==> src/rtl/nibble_parity_rx.sv <==
// Serial receiver for the nibble link: start/data/parity/stop deserializer with
// parity and framing checks, a valid/ready holding register and a saturating error counter.
module nibble_parity_rx #(
  parameter int DW   = 4,
  parameter int ERRW = 8
) (
  input  logic            CLK_w,
  input  logic            RST,
  input  logic            SEN,
  input  logic            SDI,
  input  logic            CLR_CNT,
  input  logic            DREADY,
  output logic [DW-1:0]   DOUT,
  output logic            DVALID,
  output logic            PERR,
  output logic            FERR,
  output logic            OVR,
  output logic            BUSY,
  output logic [ERRW-1:0] ERR_CNT
);

  localparam int CW = (DW > 1) ? $clog2(DW) : 1;

  typedef enum logic [1:0] {IDLE, DATA, PARITY, STOP} state_t;

  state_t          state_q, state_d;
  logic [CW-1:0]   cnt_q;
  logic [DW-1:0]   shreg_q;
  logic            par_q;

  logic            frame_done;
  logic            load;
  logic            drop;
  logic            perr_new;
  logic            ferr_new;
  logic            err_inc;

  // NOTE: sequential state uses non-blocking assignments so every flop samples
  // pre-edge values regardless of block evaluation order.
  always_ff @(posedge CLK_w or negedge RST) begin
    if (!RST) begin
      state_q <= IDLE;
      BUSY    <= 1'b0;
    end else begin
      state_q <= state_d;
      BUSY    <= (state_d != IDLE);
    end
  end

  // NOTE: state_d gets its default before the case so no path leaves it
  // unassigned, which would otherwise infer a latch.
  always_comb begin
    state_d = state_q;
    if (SEN) begin
      case (state_q)
        IDLE:    if (!SDI) state_d = DATA;
        DATA:    if (cnt_q == CW'(DW - 1)) state_d = PARITY;
        PARITY:  state_d = STOP;
        STOP:    state_d = IDLE;
        default: state_d = IDLE;
      endcase
    end
  end

  always_ff @(posedge CLK_w or negedge RST) begin
    if (!RST) begin
      cnt_q   <= '0;
      shreg_q <= '0;
      par_q   <= 1'b0;
    end else if (SEN) begin
      case (state_q)
        IDLE: cnt_q <= '0;
        DATA: begin
          shreg_q[cnt_q] <= SDI;
          cnt_q          <= cnt_q + 1'b1;
        end
        PARITY: par_q <= SDI;
        default: ;
      endcase
    end
  end

  // The stop bit is used directly on its sample cycle; it is never stored.
  assign frame_done = SEN && (state_q == STOP);
  assign load       = frame_done && (!DVALID || DREADY);
  assign drop       = frame_done && DVALID && !DREADY;
  assign perr_new   = (^shreg_q) != par_q;
  assign ferr_new   = ~SDI;
  assign err_inc    = drop || (load && (perr_new || ferr_new));

  always_ff @(posedge CLK_w or negedge RST) begin
    if (!RST) begin
      DOUT   <= '0;
      DVALID <= 1'b0;
      PERR   <= 1'b0;
      FERR   <= 1'b0;
    end else if (load) begin
      DOUT   <= shreg_q;
      DVALID <= 1'b1;
      PERR   <= perr_new;
      FERR   <= ferr_new;
    end else if (DVALID && DREADY) begin
      DVALID <= 1'b0;
    end
  end

  // A frame that is both errored and dropped still counts only once.
  always_ff @(posedge CLK_w or negedge RST) begin
    if (!RST) begin
      ERR_CNT <= '0;
      OVR     <= 1'b0;
    end else if (CLR_CNT) begin
      ERR_CNT <= '0;
      OVR     <= 1'b0;
    end else begin
      if (err_inc && (ERR_CNT != {ERRW{1'b1}}))
        ERR_CNT <= ERR_CNT + 1'b1;
      if (drop)
        OVR <= 1'b1;
    end
  end

endmodule

==> config.mk <==
export PLATFORM = sky130hd
export DESIGN_NAME = nibble_parity_rx
export DESIGN_NICKNAME = d
export VERILOG_FILES = /design/src/rtl/nibble_parity_rx.sv
export SDC_FILE = /design/constraint.sdc
export NUM_CORES = 1
export LEC_CHECK = 0
export ABC_AREA = 1
export BUFFER_PORTS_ARGS = -buffer_cell sky130_fd_sc_hd__buf_2
export CORE_UTILIZATION = 35
export DETAILED_ROUTE_END_ITERATION = 8
export PLACE_DENSITY_LB_ADDON = 0.2
export SYNTH_ARGS = -nofsm -noshare
export SYNTH_HDL_FRONTEND = slang
export SYNTH_SLANG_ARGS = --single-unit
==> constraint.sdc <==
create_clock -name CLK_w -period 1.7 [get_ports CLK_w]
set_input_delay 0.17 -clock CLK_w [delete_from_list [all_inputs] [get_ports CLK_w]]
set_output_delay 0.17 -clock CLK_w [all_outputs]
set_load 0.01 [all_outputs]
==> results.md <==
| Step | Item | Reported |
|:---|:---|:---|
| layout | Filler Cells Inserted | 395 |
| timing | Fraction of the cycle the final worst path needs | 89.4% |
| synth | Adder-cell share of the synthesized area | 4.45% |
| floorplan | Die height | 65.4 um |
| routing | DRT Wirelength | 2720 um |
| timing | Final hold viol count | 0 |
| layout | Number of antenna cells inserted | 0 |
| routing | Residual DRC | 0 |
| cts | Maximum root-to-sink buffer count | 2 |
| floorplan | Number of rows created at floorplan | 22 |
| critical path | Worst path bufs/invs | 1 |
| timing | Unrepaired setup endpoints after global routing | no |
| pwr | Leakage power total | 0.865 nW |
| synth | Fraction of the mapped netlist area in simple logic gates | 33.6% |
| floorplan | Area of the placeable core | 3740 um^2 |
| critical path | Nature of the critical path startpoint | flip-flop |
| synth | Fraction of post-synthesis cell area in the top cell type by area | 46.3% |
| grt | Maximum number of pins on one net before global-route repair | 27 |
| cts | Number of clock sinks | 26 |
| synth | Proportion of synthesized area in mux cells | 0% |
| synth | Total standard cell area after synthesis | 1410 um^2 |
| routing | Vias per std cell | 4.75 |
| critical path | Cells on worst reg2reg path | 9 |
| critical path | Number of logic stages on the critical path including buffering | 9 |
| cts | Number of buffers created by CTS | 3 |
| critical path | Highest fanout seen on the critical path | 9 |
| grt | Initial antenna violation count | 0 |
| synth | Post-synthesis compound-gate area fraction | 7.12% |
| synth | Part of the Yosys area used for sequential elements | 46.3% |
| timing | Worst path setup slack after routing | 0.181 ns |
| grt | Number of global-route vias before repair | 1022 |
| critical path | Critical path endpoint category | flip-flop |
| pwr | Pwr/cell area | 1210 nW/um^2 |
| run status | Run status | finished, final reports clean |
| cts | Clock tree from TritonCTS | yes |
| hold path | Class of the tightest hold or removal check | in -> reg |
| placed design | Placed wire-length estimate | 2110 um |
| layout | Layout Nets | 206 |
| layout | Most frequent cells in the layout | nand2_1 (46), dfrtp_1 (26), buf_2 (22) |
| grt | Global-route wire length before repair | 4650 um |
| floorplan | Die span in x | 65.4 um |
| cts | Root buffer cell | clkbuf_8 |
| layout | Commonest non-fill, non-tap cell in the layout | nand2_1 |
| layout | Final Core Density | 43.2% |
| critical path | Cells traversed along the worst timing path | ha_1, nand2_2, inv_2, nand3_2, nor2_4, nand3_4, nand2_4, nand3_1, nand2_1 |
| synth | Dominant combinational cell family by area after synthesis | simple AND/OR/NAND/NOR gates |
| timing | Final setup violating endpoints | 0 |
| routing | Average detailed-routed wire length per instance | 11.3 um |
| synth | Leading post-synthesis cells by cell area | dfrtp_1 (46%), nand2_1 (12%), inv_1 (5.3%), o21ai_0 (5.3%), ha_1 (4.5%) |
| routing | Vias | 1145 |
| critical path | CP delay by family, top | simple AND/OR/NAND/NOR gates |
| synth | Avg Synthesized Cell Area | 8.36 um^2 |
| placed design | Routability congestion estimate from global placement | 0.813 |
| placed design | Placed cell count | 237 |
| job | Max-capacitance violation count | 0 |
| hold path | Number of cells on the worst hold path | 2 |
| routing | DR pass1 iterations | 4 |
| layout | Signed area change from the synthesized netlist to the final layout | 15.2% |
| critical path | Crit path kind | reg -> reg |
| timing | Max Clock Skew | 0.00379 ns |
| routing | Number of antenna-violating nets in the routed design | 0 |
| timing | Count of final max-slew check failures | 0 |
| critical path | Critical-path cell with the highest stage delay | dfrtp_1 |
| floorplan | Total Die Area | 4270 um^2 |
| timing | Tmin final | 1.52 ns |
| synth | Warnings from Yosys | 0 |
| cts | Worst skew pair latency | 0.26 ns |
| pwr | Peak supply drop | 0.595 mV |
| floorplan | Starting utilization of the core area | 37.5% |
| layout | Layout cells sized above 1 | 21.8% |
| synth | Post-synthesis register bit count | 26 |
| critical path | CP max stage delay | 0.44 ns |
| synth | Post-synthesis net count | 179 |
| cts | Post-CTS setup repair buffer count | 0 |
| placed design | Count of buffers from port buffering | 22 |
| cts | Resized cells post-CTS | 0 |
| synth | Synth area leader | dfrtp_1 |
| critical path | Data arrival, critical path | 1.73 ns |
| cts | Register clock-pin slew on the reported worst setup and hold paths | 0.08 ns |
| routing | First-iteration detailed-routing DRC count | 42 |
| synth | Count of cell types in the netlist | 22 |
| placed design | Pre-CTS setup slack | 0.189 ns |
| layout | Final Instance Count excl. Fillers | 241 |
| synth | Synthesized netlist cell count | 168 |
| timing | Total negative slack for setup checks | 0 ns |
| floorplan | IO Count | 23 |
| grt | Aggregate global routing overflow | 0 |
| cts | Total number of H-tree levels | 1 |
| synth | Xor and xnor area share after synthesis | 1.87% |
| timing | Pin slew with the least headroom to its limit | 0.576 ns |
| timing | Max-slew headroom at the worst pin | 61.6% |
| critical path | Worst EP required | 1.91 ns |
| timing | Maximum achievable frequency | 658 MHz |
| grt | Global-route usage over all layers | 14.0% |
[logic make-up after synthesis]
family,Yosys count
AOI/OAI and AO/OA,19
xor gates and xnor gates,3
buffers and inverters,24
DFF,26
and+or+nand+nor,91
adders and majority gates,5
[what timing repair did]
action                     CTS  global route
hold endpoints to repair    26             0
hold buffers                 1             0
setup endpoints to repair    0             0
[worst paths after layout]
kind / startpoint / endpoint / slack (ns)
worst max-delay path: ERR_CNT[0]$_DFFE_PN0P_ / ERR_CNT[4]$_DFFE_PN0P_ / 0.18
worst min-delay path: CLR_CNT / OVR$_DFFE_PN0P_ / 0.09
worst max register to register: ERR_CNT[0]$_DFFE_PN0P_ / ERR_CNT[4]$_DFFE_PN0P_ / 0.18
worst min register to register: DOUT[1]$_DFFE_PN0P_ / DOUT[1]$_DFFE_PN0P_ / 0.47
max in group asynchronous: RST / cnt_q[0]$_DFFE_PN0P_ / 0.89
min in group asynchronous: RST / DOUT[0]$_DFFE_PN0P_ / 0.43
[registers in the layout (all words and copies together), names as in the netlist]
signal and flops:
cnt_q 2, shreg_q 4, DVALID 1, ERR_CNT 8, PERR 1, par_q 1, OVR 1, state_q 2
BUSY 1, DOUT 4, FERR 1
[synth_stat cells]
library cell	count
nand2_1	46
dfrtp_1	26
inv_1	20
o21ai_0	15
nand3_1	12
nand4_1	9
nor2_1	9
ha_1	5
nand3_2	5
inv_2	3
nand2_4	3
a21oi_1	2
nand2_2	2
nor2_4	2
xor2_1	2
clkbuf_4	1
nand3_4	1
nor2_2	1
o21a_1	1
o21bai_1	1
or2_1	1
xnor2_1	1
[layer usage]
| metal | vias up | track usage [%] | part of all wire, % |
|---|---|---|---|
| met4 | 0 | 3.26 | 0.85 |
| met2 | 18 | 23.3 | 46 |
| met3 | 2 | 3.65 | 3.8 |
| met1 | 530 | 18.1 | 49 |
| li1 | 595 | - | - |
| met5 | - | 0 | 0 |
[metrics by stage]
stage / hold slack (ns) / area (um^2) / power (mW)
finish: 0.0859 / 1620 / 1.97
global placement: 0.192 / 1570 / 1.62
floorplan: -0.126 / 1410 / 1.43
global route: 0.0731 / 1620 / 2.15
CTS: 0.0801 / 1620 / 2.00
detailed placement: 0.205 / 1570 / 1.65
[report_power, final]
group          internal (mW)  total (mW)  switching, mW
Sequential             0.793       0.942          0.149
Combinational          0.269       0.691          0.422
Clock                  0.158       0.333          0.174
Total                   1.22        1.97          0.745
[layout make-up]
class / count / area (um^2) / share of cell area, %
inverters: 23 / 86.3 / 5.33
flip-flops and latches: 26 / 651 / 40.2
multi-input cells: 118 / 661 / 40.8
well taps: 48 / 60.1 / 3.71
repair buffers: 23 / 120 / 7.42
clock buffers: 3 / 41.3 / 2.55
Power figures use the tool's default switching activity.
